===== src/rtl/hazard_if.sv =====
// Hazard-control bundle: pipeline hazard sources in, register stall/flush controls out.
interface hazard_if #(
  parameter int REG_W = 4
);
  logic             id_rs1_used;
  logic             id_rs2_used;
  logic [REG_W-1:0] id_rs1;
  logic [REG_W-1:0] id_rs2;
  logic             ex_is_load;
  logic [REG_W-1:0] ex_reg_dst;
  logic             ex_branch_taken;
  logic             imem_ready;
  logic             mem_req;
  logic             dmem_ready;
  logic             wb_halt;

  logic             stall_pc;
  logic             stall_ifid;
  logic             stall_idex;
  logic             stall_exmem;
  logic             stall_memwb;
  logic             flush_ifid;
  logic             flush_idex;
  logic             flush_exmem;
  logic             flush_memwb;

  // Pipeline side: reports hazard sources, obeys stall/flush.
  modport master (
    output id_rs1, id_rs2, id_rs1_used, id_rs2_used, ex_is_load, ex_reg_dst,
           ex_branch_taken, imem_ready, mem_req, dmem_ready, wb_halt,
    input  stall_pc, stall_ifid, stall_idex, stall_exmem, stall_memwb,
           flush_ifid, flush_idex, flush_exmem, flush_memwb
  );

  // Scheduler side.
  modport slave (
    input  id_rs1, id_rs2, id_rs1_used, id_rs2_used, ex_is_load, ex_reg_dst,
           ex_branch_taken, imem_ready, mem_req, dmem_ready, wb_halt,
    output stall_pc, stall_ifid, stall_idex, stall_exmem, stall_memwb,
           flush_ifid, flush_idex, flush_exmem, flush_memwb
  );
endinterface


===== src/rtl/hazard_ctrl.sv =====
// Central stall/flush scheduler for the 5-stage pipeline. Hazard responses are
// combinational; a small FSM tracks data-memory waits (with timeout) and HALT.
module hazard_ctrl #(
  parameter int REG_W       = 4,
  parameter int MEM_TIMEOUT = 64,
  parameter int CNT_W       = 16
) (
  input  logic             clk,
  input  logic             rst_n,
  hazard_if.slave          hz,
  output logic             halted,
  output logic             mem_err,
  output logic [CNT_W-1:0] stall_count
);

  localparam logic [1:0] RUN    = 2'd0;
  localparam logic [1:0] DWAIT  = 2'd1;
  localparam logic [1:0] HALTED = 2'd2;

  localparam int WAIT_W = (MEM_TIMEOUT > 2) ? $clog2(MEM_TIMEOUT) : 1;
  localparam logic [WAIT_W-1:0] WAIT_LAST = WAIT_W'(MEM_TIMEOUT - 1);

  logic [1:0]        state_reg, state_next;
  logic [WAIT_W-1:0] wait_reg, wait_next;
  logic              mem_err_reg, mem_err_next;
  logic [CNT_W-1:0]  count_reg, count_next;

  logic [REG_W-1:0]  rs1, rs2, dst;
  logic              dmem_stall, load_use;

  logic s_pc, s_ifid, s_idex, s_exmem, s_memwb;
  logic f_ifid, f_idex, f_exmem, f_memwb;

  assign rs1 = hz.id_rs1;
  assign rs2 = hz.id_rs2;
  assign dst = hz.ex_reg_dst;

  assign dmem_stall = hz.mem_req & ~hz.dmem_ready;
  assign load_use   = hz.ex_is_load &
                      ((hz.id_rs1_used & (rs1 == dst)) |
                       (hz.id_rs2_used & (rs2 == dst)));

  // Priority resolution of stall/flush controls for the current cycle.
  always_comb begin
    s_pc = 1'b0; s_ifid = 1'b0; s_idex = 1'b0; s_exmem = 1'b0; s_memwb = 1'b0;
    f_ifid = 1'b0; f_idex = 1'b0; f_exmem = 1'b0; f_memwb = 1'b0;
    if (state_reg == HALTED) begin
      s_pc = 1'b1; s_ifid = 1'b1; s_idex = 1'b1; s_exmem = 1'b1; s_memwb = 1'b1;
    end else if (dmem_stall) begin
      // Freeze everything up to MEM; WB receives a bubble. A taken branch in
      // EX is held in place and re-evaluated once the pipeline moves again.
      s_pc = 1'b1; s_ifid = 1'b1; s_idex = 1'b1; s_exmem = 1'b1;
      f_memwb = 1'b1;
    end else if (hz.ex_branch_taken) begin
      // The ID instruction is wrong-path, so any load-use on it is irrelevant.
      f_ifid = 1'b1; f_idex = 1'b1;
    end else if (load_use) begin
      s_pc = 1'b1; s_ifid = 1'b1; f_idex = 1'b1;
    end else if (!hz.imem_ready) begin
      s_pc = 1'b1; f_ifid = 1'b1;
    end
  end

  assign hz.stall_pc    = s_pc;
  assign hz.stall_ifid  = s_ifid;
  assign hz.stall_idex  = s_idex;
  assign hz.stall_exmem = s_exmem;
  assign hz.stall_memwb = s_memwb;
  assign hz.flush_ifid  = f_ifid;
  assign hz.flush_idex  = f_idex;
  assign hz.flush_exmem = f_exmem;
  assign hz.flush_memwb = f_memwb;

  // Next-state logic: dmem wait tracking with timeout, HALT capture.
  always_comb begin
    state_next   = state_reg;
    wait_next    = wait_reg;
    mem_err_next = mem_err_reg;
    case (state_reg)
      RUN: begin
        if (hz.wb_halt) begin
          state_next = HALTED;
        end else if (dmem_stall) begin
          // The first stalled cycle already counts towards the timeout.
          state_next = DWAIT;
          wait_next  = WAIT_W'(1);
        end
      end
      DWAIT: begin
        if (dmem_stall) begin
          if (wait_reg == WAIT_LAST) begin
            mem_err_next = 1'b1;
            state_next   = HALTED;
            wait_next    = '0;
          end else begin
            wait_next = wait_reg + WAIT_W'(1);
          end
        end else begin
          // Completed or request withdrawn.
          wait_next  = '0;
          state_next = hz.wb_halt ? HALTED : RUN;
        end
      end
      HALTED: state_next = HALTED;
      default: begin
        state_next = RUN;
        wait_next  = '0;
      end
    endcase
  end

  // Saturating count of cycles in which the PC is held.
  always_comb begin
    count_next = count_reg;
    if (s_pc && (count_reg != {CNT_W{1'b1}}))
      count_next = count_reg + CNT_W'(1);
  end

  // State registers.
  always_ff @(posedge clk or negedge rst_n) begin
    if (!rst_n) begin
      state_reg   <= RUN;
      wait_reg    <= '0;
      mem_err_reg <= 1'b0;
      count_reg   <= '0;
    end else begin
      state_reg   <= state_next;
      wait_reg    <= wait_next;
      mem_err_reg <= mem_err_next;
      count_reg   <= count_next;
    end
  end

  assign halted      = (state_reg == HALTED);
  assign mem_err     = mem_err_reg;
  assign stall_count = count_reg;

endmodule


===== src/flat_wrapper.sv =====
// flat-port wrapper written by rule: the top's interface ports become plain ports
module hazard_ctrl_flat 
#(
  parameter int REG_W       = 4,
  parameter int MEM_TIMEOUT = 64,
  parameter int CNT_W       = 16
)
  (clk, rst_n, halted, mem_err, stall_count, hz_id_rs1, hz_id_rs2, hz_id_rs1_used, hz_id_rs2_used, hz_ex_is_load, hz_ex_reg_dst, hz_ex_branch_taken, hz_imem_ready, hz_mem_req, hz_dmem_ready, hz_wb_halt, hz_stall_pc, hz_stall_ifid, hz_stall_idex, hz_stall_exmem, hz_stall_memwb, hz_flush_ifid, hz_flush_idex, hz_flush_exmem, hz_flush_memwb);
  hazard_if #(.REG_W(REG_W)) hz_i ();
  input  logic clk;
  input  logic rst_n;
  output logic halted;
  output logic mem_err;
  output logic [CNT_W-1:0] stall_count;
  input wire logic [$bits(hz_i.id_rs1)-1:0] hz_id_rs1;
  input wire logic [$bits(hz_i.id_rs2)-1:0] hz_id_rs2;
  input wire logic [$bits(hz_i.id_rs1_used)-1:0] hz_id_rs1_used;
  input wire logic [$bits(hz_i.id_rs2_used)-1:0] hz_id_rs2_used;
  input wire logic [$bits(hz_i.ex_is_load)-1:0] hz_ex_is_load;
  input wire logic [$bits(hz_i.ex_reg_dst)-1:0] hz_ex_reg_dst;
  input wire logic [$bits(hz_i.ex_branch_taken)-1:0] hz_ex_branch_taken;
  input wire logic [$bits(hz_i.imem_ready)-1:0] hz_imem_ready;
  input wire logic [$bits(hz_i.mem_req)-1:0] hz_mem_req;
  input wire logic [$bits(hz_i.dmem_ready)-1:0] hz_dmem_ready;
  input wire logic [$bits(hz_i.wb_halt)-1:0] hz_wb_halt;
  output wire logic [$bits(hz_i.stall_pc)-1:0] hz_stall_pc;
  output wire logic [$bits(hz_i.stall_ifid)-1:0] hz_stall_ifid;
  output wire logic [$bits(hz_i.stall_idex)-1:0] hz_stall_idex;
  output wire logic [$bits(hz_i.stall_exmem)-1:0] hz_stall_exmem;
  output wire logic [$bits(hz_i.stall_memwb)-1:0] hz_stall_memwb;
  output wire logic [$bits(hz_i.flush_ifid)-1:0] hz_flush_ifid;
  output wire logic [$bits(hz_i.flush_idex)-1:0] hz_flush_idex;
  output wire logic [$bits(hz_i.flush_exmem)-1:0] hz_flush_exmem;
  output wire logic [$bits(hz_i.flush_memwb)-1:0] hz_flush_memwb;
  assign hz_i.id_rs1 = hz_id_rs1;
  assign hz_i.id_rs2 = hz_id_rs2;
  assign hz_i.id_rs1_used = hz_id_rs1_used;
  assign hz_i.id_rs2_used = hz_id_rs2_used;
  assign hz_i.ex_is_load = hz_ex_is_load;
  assign hz_i.ex_reg_dst = hz_ex_reg_dst;
  assign hz_i.ex_branch_taken = hz_ex_branch_taken;
  assign hz_i.imem_ready = hz_imem_ready;
  assign hz_i.mem_req = hz_mem_req;
  assign hz_i.dmem_ready = hz_dmem_ready;
  assign hz_i.wb_halt = hz_wb_halt;
  assign hz_stall_pc = hz_i.stall_pc;
  assign hz_stall_ifid = hz_i.stall_ifid;
  assign hz_stall_idex = hz_i.stall_idex;
  assign hz_stall_exmem = hz_i.stall_exmem;
  assign hz_stall_memwb = hz_i.stall_memwb;
  assign hz_flush_ifid = hz_i.flush_ifid;
  assign hz_flush_idex = hz_i.flush_idex;
  assign hz_flush_exmem = hz_i.flush_exmem;
  assign hz_flush_memwb = hz_i.flush_memwb;
  hazard_ctrl #(.REG_W(REG_W), .MEM_TIMEOUT(MEM_TIMEOUT), .CNT_W(CNT_W)) u_core (.clk(clk), .rst_n(rst_n), .hz(hz_i), .halted(halted), .mem_err(mem_err), .stall_count(stall_count));
endmodule

===== config.mk =====
export PLATFORM = sky130hd
export DESIGN_NAME = hazard_ctrl_flat
export DESIGN_NICKNAME = d
export VERILOG_FILES = /design/src/rtl/hazard_if.sv /design/src/rtl/hazard_ctrl.sv /design/src/flat_wrapper.sv
export SDC_FILE = /design/constraint.sdc
export NUM_CORES = 1
export LEC_CHECK = 0
export CAP_MARGIN = 20
export CORE_MARGIN = 5
export CORE_UTILIZATION = 42
export CTS_CLUSTER_DIAMETER = 30
export DETAILED_ROUTE_END_ITERATION = 12
export MAX_ROUTING_LAYER = met4
export PLACE_DENSITY = 0.83
export SLEW_MARGIN = 20
export SYNTH_ARGS = -nofsm -noshare
export SYNTH_HDL_FRONTEND = slang
export SYNTH_SLANG_ARGS = --single-unit

===== constraint.sdc =====
create_clock -name clk -period 1.8 [get_ports clk]
set_clock_uncertainty 0.1 [all_clocks]
set_input_delay 0.18 -clock clk [delete_from_list [all_inputs] [get_ports clk]]
set_output_delay 0.18 -clock clk [all_outputs]
set_load 0.02 [all_outputs]

==> impl_results.md <==
- Status: finished, final reports clean
- Die height: a little over 70 um
- Setup WS post-layout: 0.01235 ns
- Max FFs per register: 16
- Die X: 70.95 um
- Leakage: approximately 1.1 nW
- Hpwl dp: around 2.9 mm
- Placer Congestion: 0.7979
- Largest fanout on the critical path: 3
- Sink count of the clock tree: 25
- RSZ-0062 raised after global routing: true
- First-pass GRT wire length: ~6.3 mm
- Share of the synthesized area in the top cell type: about two fifths
- WL per Instance: roughly 14 um
- Row cnt: 22
- Crit start category: flop
- Synth Net Count: 178
- Post-Synth Adder-Cell Area: ~1.6%
- #FFs+latches synth: 25
- Met2 WL: 2.078 mm
- CP Capture Type: flop
- Xor/xnor share of the synthesized area: around an eighth
- Num ports: 49
- Htree depth: 1
- Mapped cell area: 1560 sq um
- Area leader, netlist: dfrtp_1
- Post-synth EDFFs: 0
- Vias in the first global route: between 1000 and 1500
- DR vias/cell: 5.178
- TritonCTS clock tree: yes
- M1 wire length: ~1.5 mm
- Layout cells sized above 1: between 30% and 40%
- WL met3: 181 um
- Min Tclk post-route: 1.788 ns
- YS warnings: 0
- Hold Vio Cnt, Final: 0
- Final ANT Viol Nets: 0
- Max-cap violations: 0
- Antenna violations before repair: 0
- FF/Latch Area: around 630 sq um
- Fin nets: between 200 and 300
- CTS Root Cell: clkbuf_8
- Post-layout instance area: 2457 sq um
- Area growth syn-to-layout: 57.50%
- Drt drc: 0
- Num CTS Buffers: 3
- Largest net degree at the start of global routing: 26
- VDD IR max: roughly 0.43 mV
- Top sig layer: met4
- Async set or reset register ratio after synthesis: 100.0%
- Clk_lat worst skew: between 0.2 and 0.3 ns
- FILL cells: between 200 and 300
- PwrDens: 755.3 nW/um^2
- Initial Util: about 43%
- Area taken by multi-input logic gates: roughly 1000 sq um
- Core area: approximately 3600 sq um
- WP data required: 1.86 ns
- Mean Syn Cell Area: between 10 and 15 sq um
- Post-synth cell types: 47
- Clk slew on worst S/H paths: roughly 0.090 ns
- Total track usage: 15.83%
- Largest family of logic cells by synthesized area: simple AND/OR/NAND/NOR gates
- I/O Buffers: 47
- Hold buffers post-CTS: 0
- Syn Inst Count: around 150
- Kind of critical path: reg -> reg
- Mux cell area share after synthesis: under 10%
- Finish-stage setup viols: 0
- Period utilisation layout: 99.31%
- Initial drt markers: 116
- Grt ovf: 0
- DR pass1 iterations: 4
- Worst Path Arrival: approximately 1.9 ns
- Placed inst area: roughly 2300 sq um
- Max Clock Freq: approximately 0.56 GHz
- Seq/Total Area, Yosys: around two fifths
- Top cells by area, synth: dfrtp_1 (40%), xor2_1 (10%), nor3_2 (4.5%)
- ANT cells: 0
- Top FF cell, synth: dfrtp_1
- DR vias: about 1400
- Simple-gate share of the synthesized area: ~29%
- Pins over their slew limit: 0
- Full die area: just over 5000 sq um
- Final Routed Wirelength: 3.855 mm
- Clk buf depth: 2
- Post-synthesis compound-gate area fraction: a little under an eighth
- Worst Hold Class: in -> async
- Worst slack at placement: -0.7542 ns
## synth_stat cells (3+ instances only)
library cell	instances
a21oi_1	6
buf_4	3
dfrtp_1	25
inv_1	3
nand2_1	13
nand3_1	6
nand4_1	5
nor2_1	13
nor3_1	3
nor3_2	7
o21ai_0	8
xnor2_1	3
xor2_1	18
## cell type report
| cell class | count | area share [%] |
|---|---|---|
| well taps | 48 | 2.444 |
| inverters | 4 | 0.7128 |
| clock buffers | 4 | 1.833 |
| multi-input cells | 118 | 41.19 |
| flip-flops and latches | 25 | 25.71 |
| repair buffers | 76 | 28.11 |
## where the power goes
group	leakage, nW	switching (mW)	internal [mW]	total, mW
Sequential	0.320	0.0929	0.657	0.750
Clock	0.0228	0.175	0.158	0.333
Combinational	0.737	0.371	0.402	0.773
Total	1.08	0.639	1.22	1.86
## cells in the final DEF, fill, tap and decap left out, types with 5 or more instances in the layout
master,Yosys,final
a21oi_1,6,5
xor2_1,18,15
nand4_1,5,5
nand2_1,13,10
dfrtp_1,25,20
nand3_1,6,5
nor2_1,13,11
dfrtp_2,0,5
dlygate4sd2_1,0,12
buf_4,3,27
clkdlybuf4s50_1,0,24
o21ai_0,8,7
## per-layer routing
metal | track usage [%] | up-vias
met4 | 5.010 | 0
met5 | - | -
li1 | - | 690
met1 | 18.07 | 685
met3 | 1.705 | 4
met2 | 28.84 | 45
## worst max-delay path: stages (launching register included)
cell	delay, ns
dfrtp_2	0.36
nand4_1	0.14
nor2_2	0.22
nand3_2	0.17
o22ai_4	0.20
or2_4	0.19
mux2_4	0.30
## stage by stage
step                      power [mW]  cells  hold WS (ns)  setup TNS (ns)  util [%]
after global placement         1.473    268        0.3406          -7.836     63.02
after floorplan                1.124    154       -0.2156        -0.09423         -
after global routing           1.961    275        0.2005         -0.2235     67.63
final                          1.856    275        0.1706               0     67.63
after detailed placement       1.507    268        0.3483          -9.047     63.02
after CTS                      1.861    273        0.1804               0     65.56
## cells by family after synthesis
| kind of cell | Yosys count |
|---|---|
| flip-flops | 25 |
| adder cells (fa/ha/maj) | 2 |
| XOR/XNOR | 21 |
| AO/OA/AOI/OAI | 24 |
| buffers and inverters | 11 |
| other | 1 |
| multiplexers | 2 |
| AND/OR/NAND/NOR | 68 |
## path summary, 6_finish.rpt
kind,start,end,slack (ns),depth (start not counted)
min in group clk,u_core.mem_err$_DFFE_PN0P_,u_core.mem_err$_DFFE_PN0P_,0.36,1
max in group asynchronous,rst_n,u_core.stall_count[7]$_DFFE_PN0P_,1.17,2
min,rst_n,u_core.stall_count[15]$_DFFE_PN0P_,0.17,2
max reg2reg,u_core.stall_count[8]$_DFFE_PN0P_,u_core.stall_count[1]$_DFFE_PN0P_,0.01,6
min reg2reg,u_core.mem_err$_DFFE_PN0P_,u_core.mem_err$_DFFE_PN0P_,0.36,1
max,u_core.stall_count[8]$_DFFE_PN0P_,u_core.stall_count[1]$_DFFE_PN0P_,0.01,6
## repair_timing
action	CTS	global route
buffers inserted	1	2
gates resized for setup	60	14
pin swaps	10	10
endpoints found under the setup margin	22	17
endpoints found under the hold margin	0	0
Power figures use the tool's default switching activity.
